===== src/rtl/br_resolve_queue_pkg.sv =====
// Shared types for the branch resolution queue: widths, compare ops, entry layout.
package br_resolve_queue_pkg;

    localparam int unsigned XLEN         = 32;
    localparam int unsigned THREAD_WIDTH = 2;
    localparam int unsigned TAG_WIDTH    = 4;
    localparam int unsigned DEPTH        = 8;
    localparam int unsigned IDX_W        = $clog2(DEPTH);
    localparam int unsigned PTR_W        = IDX_W + 1;

    typedef enum logic [2:0] {
        BR_EQ  = 3'd0,
        BR_NE  = 3'd1,
        BR_LT  = 3'd4,
        BR_GE  = 3'd5,
        BR_LTU = 3'd6,
        BR_GEU = 3'd7
    } br_op_e;

    typedef enum logic [1:0] {
        ST_FREE   = 2'd0,
        ST_WAIT   = 2'd1,
        ST_DONE   = 2'd2,
        ST_KILLED = 2'd3
    } entry_state_e;

    typedef struct packed {
        br_op_e                  op;
        logic                    is_jalr;
        logic [XLEN-1:0]         pc;
        logic [XLEN-1:0]         offset;
        logic [THREAD_WIDTH-1:0] tid;
        logic [XLEN-1:0]         v1;
        logic [XLEN-1:0]         v2;
        logic                    rdy1;
        logic                    rdy2;
        logic [TAG_WIDTH-1:0]    q1;
        logic [TAG_WIDTH-1:0]    q2;
        logic                    taken;
        logic [XLEN-1:0]         pc_n;
        entry_state_e            state;
    } entry_t;

endpackage


===== src/rtl/br_resolve_queue_if.sv =====
// Issue, CDB, flush and fetch-result signals of the branch resolution queue.
interface br_resolve_queue_if;
    import br_resolve_queue_pkg::*;

    logic                    issue_en;
    logic                    issue_is_jalr;
    logic [2:0]              issue_op;
    logic [XLEN-1:0]         issue_pc;
    logic [XLEN-1:0]         issue_offset;
    logic [THREAD_WIDTH-1:0] issue_thread_id;
    logic [XLEN-1:0]         issue_v1;
    logic [XLEN-1:0]         issue_v2;
    logic                    issue_v1_rdy;
    logic                    issue_v2_rdy;
    logic [TAG_WIDTH-1:0]    issue_q1;
    logic [TAG_WIDTH-1:0]    issue_q2;
    logic                    cdb_valid;
    logic [TAG_WIDTH-1:0]    cdb_tag;
    logic [XLEN-1:0]         cdb_value;
    logic                    flush_en;
    logic [THREAD_WIDTH-1:0] flush_thread_id;
    logic                    res_ack;
    logic                    issue_ready;
    logic                    res_valid;
    logic                    res_taken;
    logic [THREAD_WIDTH-1:0] res_thread_id;
    logic [XLEN-1:0]         res_pc_n;
    logic                    busy;
    logic [PTR_W-1:0]        count;

    modport master (
        output issue_en, issue_is_jalr, issue_op, issue_pc, issue_offset, issue_thread_id,
               issue_v1, issue_v2, issue_v1_rdy, issue_v2_rdy, issue_q1, issue_q2,
               cdb_valid, cdb_tag, cdb_value, flush_en, flush_thread_id, res_ack,
        input  issue_ready, res_valid, res_taken, res_thread_id, res_pc_n, busy, count
    );

    modport slave (
        input  issue_en, issue_is_jalr, issue_op, issue_pc, issue_offset, issue_thread_id,
               issue_v1, issue_v2, issue_v1_rdy, issue_v2_rdy, issue_q1, issue_q2,
               cdb_valid, cdb_tag, cdb_value, flush_en, flush_thread_id, res_ack,
        output issue_ready, res_valid, res_taken, res_thread_id, res_pc_n, busy, count
    );

endinterface


===== src/rtl/br_compare.sv =====
// Shared branch comparator: signed/unsigned condition evaluation for one entry.
module br_compare
    import br_resolve_queue_pkg::*;
(
    input  logic [XLEN-1:0] a,
    input  logic [XLEN-1:0] b,
    input  br_op_e          op,
    output logic            taken_c
);

    always_comb begin
        taken_c = 1'b0;
        case (op)
            BR_EQ:   taken_c = (a == b);
            BR_NE:   taken_c = (a != b);
            BR_LT:   taken_c = ($signed(a) <  $signed(b));
            BR_GE:   taken_c = ($signed(a) >= $signed(b));
            BR_LTU:  taken_c = (a <  b);
            BR_GEU:  taken_c = (a >= b);
            default: taken_c = 1'b0;
        endcase
    end

endmodule


===== src/rtl/br_resolve_queue.sv =====
// In-order branch resolution queue: CDB snooping, oldest-ready resolve, per-thread flush.
module br_resolve_queue
    import br_resolve_queue_pkg::*;
(
    input  logic clk,
    input  logic rst,
    input  logic stall_i,
    br_resolve_queue_if.slave bus
);

    entry_t           entries   [DEPTH];
    entry_t           entries_n [DEPTH];
    logic [PTR_W-1:0] head, tail, head_n, tail_n, count_n;
    logic [IDX_W-1:0] sel, scan_idx, head_idx;
    logic             found, sel_taken_c, flush_hit, accept;
    entry_t           sel_e, new_e, head_e_n;

    assign head_idx = head[IDX_W-1:0];
    assign sel_e    = entries[sel];

    // Oldest WAIT entry with both operands ready, scanning forward from head
    always_comb begin
        found    = 1'b0;
        sel      = head_idx;
        scan_idx = '0;
        for (int unsigned i = 0; i < DEPTH; i++) begin
            scan_idx = head_idx + IDX_W'(i);
            if (!found && entries[scan_idx].state == ST_WAIT &&
                entries[scan_idx].rdy1 && entries[scan_idx].rdy2) begin
                found = 1'b1;
                sel   = scan_idx;
            end
        end
    end

    br_compare u_compare (
        .a       (sel_e.v1),
        .b       (sel_e.v2),
        .op      (sel_e.op),
        .taken_c (sel_taken_c)
    );

    // New entry with same-cycle CDB bypass; JALR never waits on its second operand
    always_comb begin
        new_e         = '0;
        new_e.op      = br_op_e'(bus.issue_op);
        new_e.is_jalr = bus.issue_is_jalr;
        new_e.pc      = bus.issue_pc;
        new_e.offset  = bus.issue_offset;
        new_e.tid     = bus.issue_thread_id;
        new_e.v1      = bus.issue_v1;
        new_e.v2      = bus.issue_v2;
        new_e.rdy1    = bus.issue_v1_rdy;
        new_e.rdy2    = bus.issue_v2_rdy | bus.issue_is_jalr;
        new_e.q1      = bus.issue_q1;
        new_e.q2      = bus.issue_q2;
        new_e.state   = ST_WAIT;
        if (!new_e.rdy1 && bus.cdb_valid && bus.cdb_tag == bus.issue_q1) begin
            new_e.rdy1 = 1'b1;
            new_e.v1   = bus.cdb_value;
        end
        if (!new_e.rdy2 && bus.cdb_valid && bus.cdb_tag == bus.issue_q2) begin
            new_e.rdy2 = 1'b1;
            new_e.v2   = bus.cdb_value;
        end
    end

    // Next state: wakeup, resolve, flush, pop, allocate (later steps take priority)
    always_comb begin
        entries_n = entries;
        head_n    = head;
        tail_n    = tail;
        flush_hit = bus.flush_en && (bus.issue_thread_id == bus.flush_thread_id);
        accept    = bus.issue_en && bus.issue_ready && !stall_i && !flush_hit;

        for (int unsigned i = 0; i < DEPTH; i++) begin
            if (entries[i].state == ST_WAIT && bus.cdb_valid) begin
                if (!entries[i].rdy1 && entries[i].q1 == bus.cdb_tag) begin
                    entries_n[i].v1   = bus.cdb_value;
                    entries_n[i].rdy1 = 1'b1;
                end
                if (!entries[i].rdy2 && entries[i].q2 == bus.cdb_tag) begin
                    entries_n[i].v2   = bus.cdb_value;
                    entries_n[i].rdy2 = 1'b1;
                end
            end
        end

        if (found && !stall_i) begin
            entries_n[sel].state = ST_DONE;
            entries_n[sel].taken = sel_e.is_jalr | sel_taken_c;
            if (sel_e.is_jalr)
                entries_n[sel].pc_n = (sel_e.v1 + sel_e.offset) & ~XLEN'(1);
            else if (sel_taken_c)
                entries_n[sel].pc_n = sel_e.pc + sel_e.offset;
            else
                entries_n[sel].pc_n = sel_e.pc + XLEN'(4);
        end

        if (bus.flush_en) begin
            for (int unsigned i = 0; i < DEPTH; i++) begin
                if (entries_n[i].state != ST_FREE && entries_n[i].tid == bus.flush_thread_id)
                    entries_n[i].state = ST_KILLED;
            end
        end

        if (entries[head_idx].state == ST_KILLED ||
            (entries[head_idx].state == ST_DONE && bus.res_ack && !stall_i)) begin
            entries_n[head_idx].state = ST_FREE;
            head_n = head + PTR_W'(1);
        end

        if (accept) begin
            entries_n[tail[IDX_W-1:0]] = new_e;
            tail_n = tail + PTR_W'(1);
        end

        count_n  = tail_n - head_n;
        head_e_n = entries_n[head_n[IDX_W-1:0]];
    end

    // State and registered result/status outputs derived from the next head entry
    always_ff @(posedge clk or negedge rst) begin
        if (!rst) begin
            for (int unsigned i = 0; i < DEPTH; i++) entries[i] <= '0;
            head              <= '0;
            tail              <= '0;
            bus.res_valid     <= 1'b0;
            bus.res_taken     <= 1'b0;
            bus.res_thread_id <= '0;
            bus.res_pc_n      <= '0;
            bus.issue_ready   <= 1'b1;
            bus.busy          <= 1'b0;
            bus.count         <= '0;
        end else begin
            entries           <= entries_n;
            head              <= head_n;
            tail              <= tail_n;
            bus.res_valid     <= (head_e_n.state == ST_DONE);
            bus.res_taken     <= (head_e_n.state == ST_DONE) & head_e_n.taken;
            bus.res_thread_id <= (head_e_n.state == ST_DONE) ? head_e_n.tid : '0;
            bus.res_pc_n      <= (head_e_n.state == ST_DONE) ? head_e_n.pc_n : '0;
            bus.issue_ready   <= (count_n < PTR_W'(DEPTH));
            bus.busy          <= (count_n != '0);
            bus.count         <= count_n;
        end
    end

endmodule


===== src/flat_wrapper.sv =====
// flat-port wrapper written by rule: the top's interface ports become plain ports
module br_resolve_queue_flat import br_resolve_queue_pkg::*;
  (clk, rst, stall_i, bus_issue_en, bus_issue_is_jalr, bus_issue_op, bus_issue_pc, bus_issue_offset, bus_issue_thread_id, bus_issue_v1, bus_issue_v2, bus_issue_v1_rdy, bus_issue_v2_rdy, bus_issue_q1, bus_issue_q2, bus_cdb_valid, bus_cdb_tag, bus_cdb_value, bus_flush_en, bus_flush_thread_id, bus_res_ack, bus_issue_ready, bus_res_valid, bus_res_taken, bus_res_thread_id, bus_res_pc_n, bus_busy, bus_count);
  br_resolve_queue_if bus_i ();
  input  logic clk;
  input  logic rst;
  input  logic stall_i;
  input wire logic [$bits(bus_i.issue_en)-1:0] bus_issue_en;
  input wire logic [$bits(bus_i.issue_is_jalr)-1:0] bus_issue_is_jalr;
  input wire logic [$bits(bus_i.issue_op)-1:0] bus_issue_op;
  input wire logic [$bits(bus_i.issue_pc)-1:0] bus_issue_pc;
  input wire logic [$bits(bus_i.issue_offset)-1:0] bus_issue_offset;
  input wire logic [$bits(bus_i.issue_thread_id)-1:0] bus_issue_thread_id;
  input wire logic [$bits(bus_i.issue_v1)-1:0] bus_issue_v1;
  input wire logic [$bits(bus_i.issue_v2)-1:0] bus_issue_v2;
  input wire logic [$bits(bus_i.issue_v1_rdy)-1:0] bus_issue_v1_rdy;
  input wire logic [$bits(bus_i.issue_v2_rdy)-1:0] bus_issue_v2_rdy;
  input wire logic [$bits(bus_i.issue_q1)-1:0] bus_issue_q1;
  input wire logic [$bits(bus_i.issue_q2)-1:0] bus_issue_q2;
  input wire logic [$bits(bus_i.cdb_valid)-1:0] bus_cdb_valid;
  input wire logic [$bits(bus_i.cdb_tag)-1:0] bus_cdb_tag;
  input wire logic [$bits(bus_i.cdb_value)-1:0] bus_cdb_value;
  input wire logic [$bits(bus_i.flush_en)-1:0] bus_flush_en;
  input wire logic [$bits(bus_i.flush_thread_id)-1:0] bus_flush_thread_id;
  input wire logic [$bits(bus_i.res_ack)-1:0] bus_res_ack;
  output wire logic [$bits(bus_i.issue_ready)-1:0] bus_issue_ready;
  output wire logic [$bits(bus_i.res_valid)-1:0] bus_res_valid;
  output wire logic [$bits(bus_i.res_taken)-1:0] bus_res_taken;
  output wire logic [$bits(bus_i.res_thread_id)-1:0] bus_res_thread_id;
  output wire logic [$bits(bus_i.res_pc_n)-1:0] bus_res_pc_n;
  output wire logic [$bits(bus_i.busy)-1:0] bus_busy;
  output wire logic [$bits(bus_i.count)-1:0] bus_count;
  assign bus_i.issue_en = bus_issue_en;
  assign bus_i.issue_is_jalr = bus_issue_is_jalr;
  assign bus_i.issue_op = bus_issue_op;
  assign bus_i.issue_pc = bus_issue_pc;
  assign bus_i.issue_offset = bus_issue_offset;
  assign bus_i.issue_thread_id = bus_issue_thread_id;
  assign bus_i.issue_v1 = bus_issue_v1;
  assign bus_i.issue_v2 = bus_issue_v2;
  assign bus_i.issue_v1_rdy = bus_issue_v1_rdy;
  assign bus_i.issue_v2_rdy = bus_issue_v2_rdy;
  assign bus_i.issue_q1 = bus_issue_q1;
  assign bus_i.issue_q2 = bus_issue_q2;
  assign bus_i.cdb_valid = bus_cdb_valid;
  assign bus_i.cdb_tag = bus_cdb_tag;
  assign bus_i.cdb_value = bus_cdb_value;
  assign bus_i.flush_en = bus_flush_en;
  assign bus_i.flush_thread_id = bus_flush_thread_id;
  assign bus_i.res_ack = bus_res_ack;
  assign bus_issue_ready = bus_i.issue_ready;
  assign bus_res_valid = bus_i.res_valid;
  assign bus_res_taken = bus_i.res_taken;
  assign bus_res_thread_id = bus_i.res_thread_id;
  assign bus_res_pc_n = bus_i.res_pc_n;
  assign bus_busy = bus_i.busy;
  assign bus_count = bus_i.count;
  br_resolve_queue u_core (.clk(clk), .rst(rst), .stall_i(stall_i), .bus(bus_i));
endmodule

===== config.mk =====
export PLATFORM = sky130hd
export DESIGN_NAME = br_resolve_queue_flat
export DESIGN_NICKNAME = d
export VERILOG_FILES = /design/src/rtl/br_resolve_queue_pkg.sv /design/src/rtl/br_resolve_queue_if.sv /design/src/rtl/br_compare.sv /design/src/rtl/br_resolve_queue.sv /design/src/flat_wrapper.sv
export SDC_FILE = /design/constraint.sdc
export NUM_CORES = 2
export LEC_CHECK = 0
export ABC_CLOCK_PERIOD_IN_PS = 26100
export CAP_MARGIN = 20
export CELL_PAD_IN_SITES_DETAIL_PLACEMENT = 0
export CELL_PAD_IN_SITES_GLOBAL_PLACEMENT = 1
export CORE_AREA = 2 2 570 402
export DETAILED_ROUTE_END_ITERATION = 8
export DIE_AREA = 0 0 572 404
export MAX_ROUTING_LAYER = met4
export PLACE_DENSITY_LB_ADDON = 0.1
export SYNTH_ARGS = -nofsm -noshare
export SYNTH_HDL_FRONTEND = slang
export SYNTH_SLANG_ARGS = --single-unit

===== constraint.sdc =====
create_clock -name clk -period 26.1 [get_ports clk]
set_input_delay 2.61 -clock clk [delete_from_list [all_inputs] [get_ports clk]]
set_output_delay 2.61 -clock clk [all_outputs]
set_load 0.005 [all_outputs]

==> results.py <==
metrics = {
    "clock_network": {
        "clk_path_buf_depth": 4,
        "numCtsBuffers": 175,
        "cts_setup_buffers": 0,
        "h-tree-depth": 4,
        "cts_sinks": 1482,
        "cts_resized": 0,
        "insertion_delay_ps": 860,
        "ctsHoldBuffers": 0,
        "root_buffer": "clkbuf_16",
        "cts_tree": "done",
        "cts.reportedPaths.clkPinSlew_ps": 70,
    },
    "synth": {
        "synth_area_per_cell_sq_um": 8.16,
        "ys_top_cells_by_area": "dfrtp_1, nand2_1, nor2_1, o22ai_1, clkbuf_1",
        "yosysWarnings": 0,
        "yosys-top-cells-count": "nand2_1, dfrtp_1, nor2_1, o22ai_1, clkbuf_1",
        "synth_cells": 9652,
        "ys_ff_latch": 1482,
        "syn_nets": 9948,
        "synth_top_area_cell": "dfrtp_1",
        "ys_types": 111,
        "synth_edf_count": 0,
        "yosysMostFrequentCell": "nand2_1",
        "async_reset_ff_share_pct": 100,
        "synth-seq-area-share_pct": 47.1,
        "synthFlopType": "dfrtp_1",
        "syn_area_sq_um": 78700,
        "yosys.area.top_type_share_pct": 47.1,
    },
    "worst_setup_path": {
        "crit_path_top_delay_cell": "dfrtp_1",
        "critical_path_depth": 34,
        "path_common_cell": "a21o_1",
        "crit_path_max_fanout": 40,
        "cp_top_family": "simple AND/OR/NAND/NOR gates",
        "r2r-end": "u_core.bus.res_pc_n[20]$_DFF_PN0_",
        "crit_buf_inv": 4,
        "cp-endpoint": "u_core.bus.res_pc_n[20]$_DFF_PN0_",
        "endpoint_kind": "flop",
        "worstPathArrival_ps": 14290,
        "max_stage_delay_ps": 910,
        "r2r_start": "u_core.head[1]$_DFF_PN0_",
        "r2r_cells": 34,
        "regToRegSetupSlack_ps": 12530,
        "start_kind": "flop",
        "path_class": "flop to flop",
        "startpoint": "u_core.head[1]$_DFF_PN0_",
        "critical_path_required_ps": 26810,
    },
    "placed_design": {
        "gp_congestion": 0.994,
        "dp_hpwl_um": 263000,
        "dpl_cell_area_sq_um": 84100,
        "post-place-cells": 12332,
        "portBuffers": 230,
    },
    "drt": {
        "dr.first_iter.drc_count": 11328,
        "antenna_left": 0,
        "vias": 78522,
        "drcViolationCount": 0,
        "drt-total-wl_um": 425000,
        "dr.pass1.iters": 8,
        "wl_per_cell_um": 33.5,
        "vias_per_cell": 6.19,
    },
    "global_routing": {
        "antenna_found_initial": 47,
        "grt.total_usage_pct": 37.1,
        "grt_overflow_total": 0,
        "grt_start_max_net_pins": 169,
        "grt_pass1_wl_um": 595000,
        "grt_pass1_vias": 74458,
    },
    "status": {
        "status": "finished clean",
    },
    "flow_run": {
        "maxCapViolCount": 0,
    },
    "min_path": {
        "hold_class": "flop to flop",
        "worstHoldPathCells": 2,
    },
    "die": {
        "ioPinCount": 231,
        "rows": 146,
        "die_area_sq_um": 231000,
        "dieWidth_um": 572,
        "start_util_pct": 34.9,
        "coreArea_sq_um": 225000,
        "die_h_um": 404,
    },
    "timing": {
        "hold_violations": 0,
        "setup_tns_ps": 0,
        "relSlewSlack_pct": 16.3,
        "finalCriticalPeriod_ps": 13570,
        "finClkSkew_ps": 46.6,
        "max_freq_mhz": 73.7,
        "worst_pin_slew_ps": 1250,
        "setup_violations": 0,
        "period_share_pct": 52.0,
        "drv_slew": 0,
        "rsz0062_at_grt": "false",
    },
    "cells_and_area": {
        "multi_input_area_sq_um": 38400,
        "final_area_sq_um": 90000,
        "final_nets": 9779,
        "stdcell_count": 12684,
        "seqCellArea_sq_um": 37100,
        "drive_above_1_share_pct": 8.17,
        "syn2layout_area_growth_pct": 14.4,
        "fill_cells": 22802,
    },
}
## metal layers
layer  share of wire (%)  global-route usage [%]
met1                  44                    53.0
met2                  41                    50.0
met3                  12                    10.5
met4                 3.3                    11.5
met5                   0                       -
## worst reg2reg max path: cells and delay by family, from the launching register on
kind	cells	cell delay [ps]
flops	1	910
simple gates	12	4300
compound gates	14	4070
fa+ha+maj	2	1250
buf+inv	4	2150
mux	2	770
## layout make-up
class | instances | share of cell area [%]
clock buffer | 260 | 5.78
tap | 3034 | 4.22
timing repair buffer | 517 | 5.12
clock inverter | 43 | 0.610
antenna | 41 | 0.114
inverter | 81 | 0.338
multi-input combinational | 7226 | 42.6
sequential | 1482 | 41.2
## layout by cell type, fill, tap and decap left out, drive strengths merged, types with 34 or more instances in the layout
cell / n
o22ai: 699
a21o: 72
and2: 55
a31oi: 77
mux2i: 59
a221oi: 38
a22oi: 48
a21oi: 367
nor2: 1476
buf: 287
o211ai: 77
a311oi: 37
xnor2: 127
diode: 41
clkbuf: 261
xor2: 48
nand2: 2547
nand4: 36
mux4: 34
nor3: 120
dfrtp: 1481
a211oi: 82
o21ai: 325
nand3: 206
nor4: 39
inv: 83
and3: 39
clkdlybuf4s50: 229
o221ai: 47
ha: 104
o31ai: 45
## through the flow
step	utilization (%)	hold slack [ps]	setup WS (ps)
floorplan	-	437	16310
global placement	37.3	451	12340
detailed placement	37.3	456	13010
CTS	39.9	471	12970
global route	39.9	477	12200
finish	39.9	469	12530
## logic make-up (layout without fill, tap and decap cells)
kind of cell / Yosys count / after routing / share of synthesized area, %
multiplexers: 118 / 118 / 2.09
AND/OR/NAND/NOR: 4649 / 4649 / 23.9
AO/OA/AOI/OAI: 2176 / 2176 / 18.2
flip-flops: 1482 / 1482 / 47.1
buffers and inverters: 944 / 901 / 5.05
adder cells (fa/ha/maj): 107 / 107 / 1.73
other: 0 / 41 / 0
XOR/XNOR: 176 / 176 / 1.98
## worst min-delay path by stage
stage                     from    to  slack [ps]
after CTS                 flop  flop         470
final                     flop  flop         470
after global placement    flop  flop         450
after global routing      flop  flop         480
after floorplan           flop  flop         440
after detailed placement  flop  flop         460
Power is left out: the tool's default activity adds up to more than one toggle a clock period on the data nets, which glitch-free logic cannot reach.
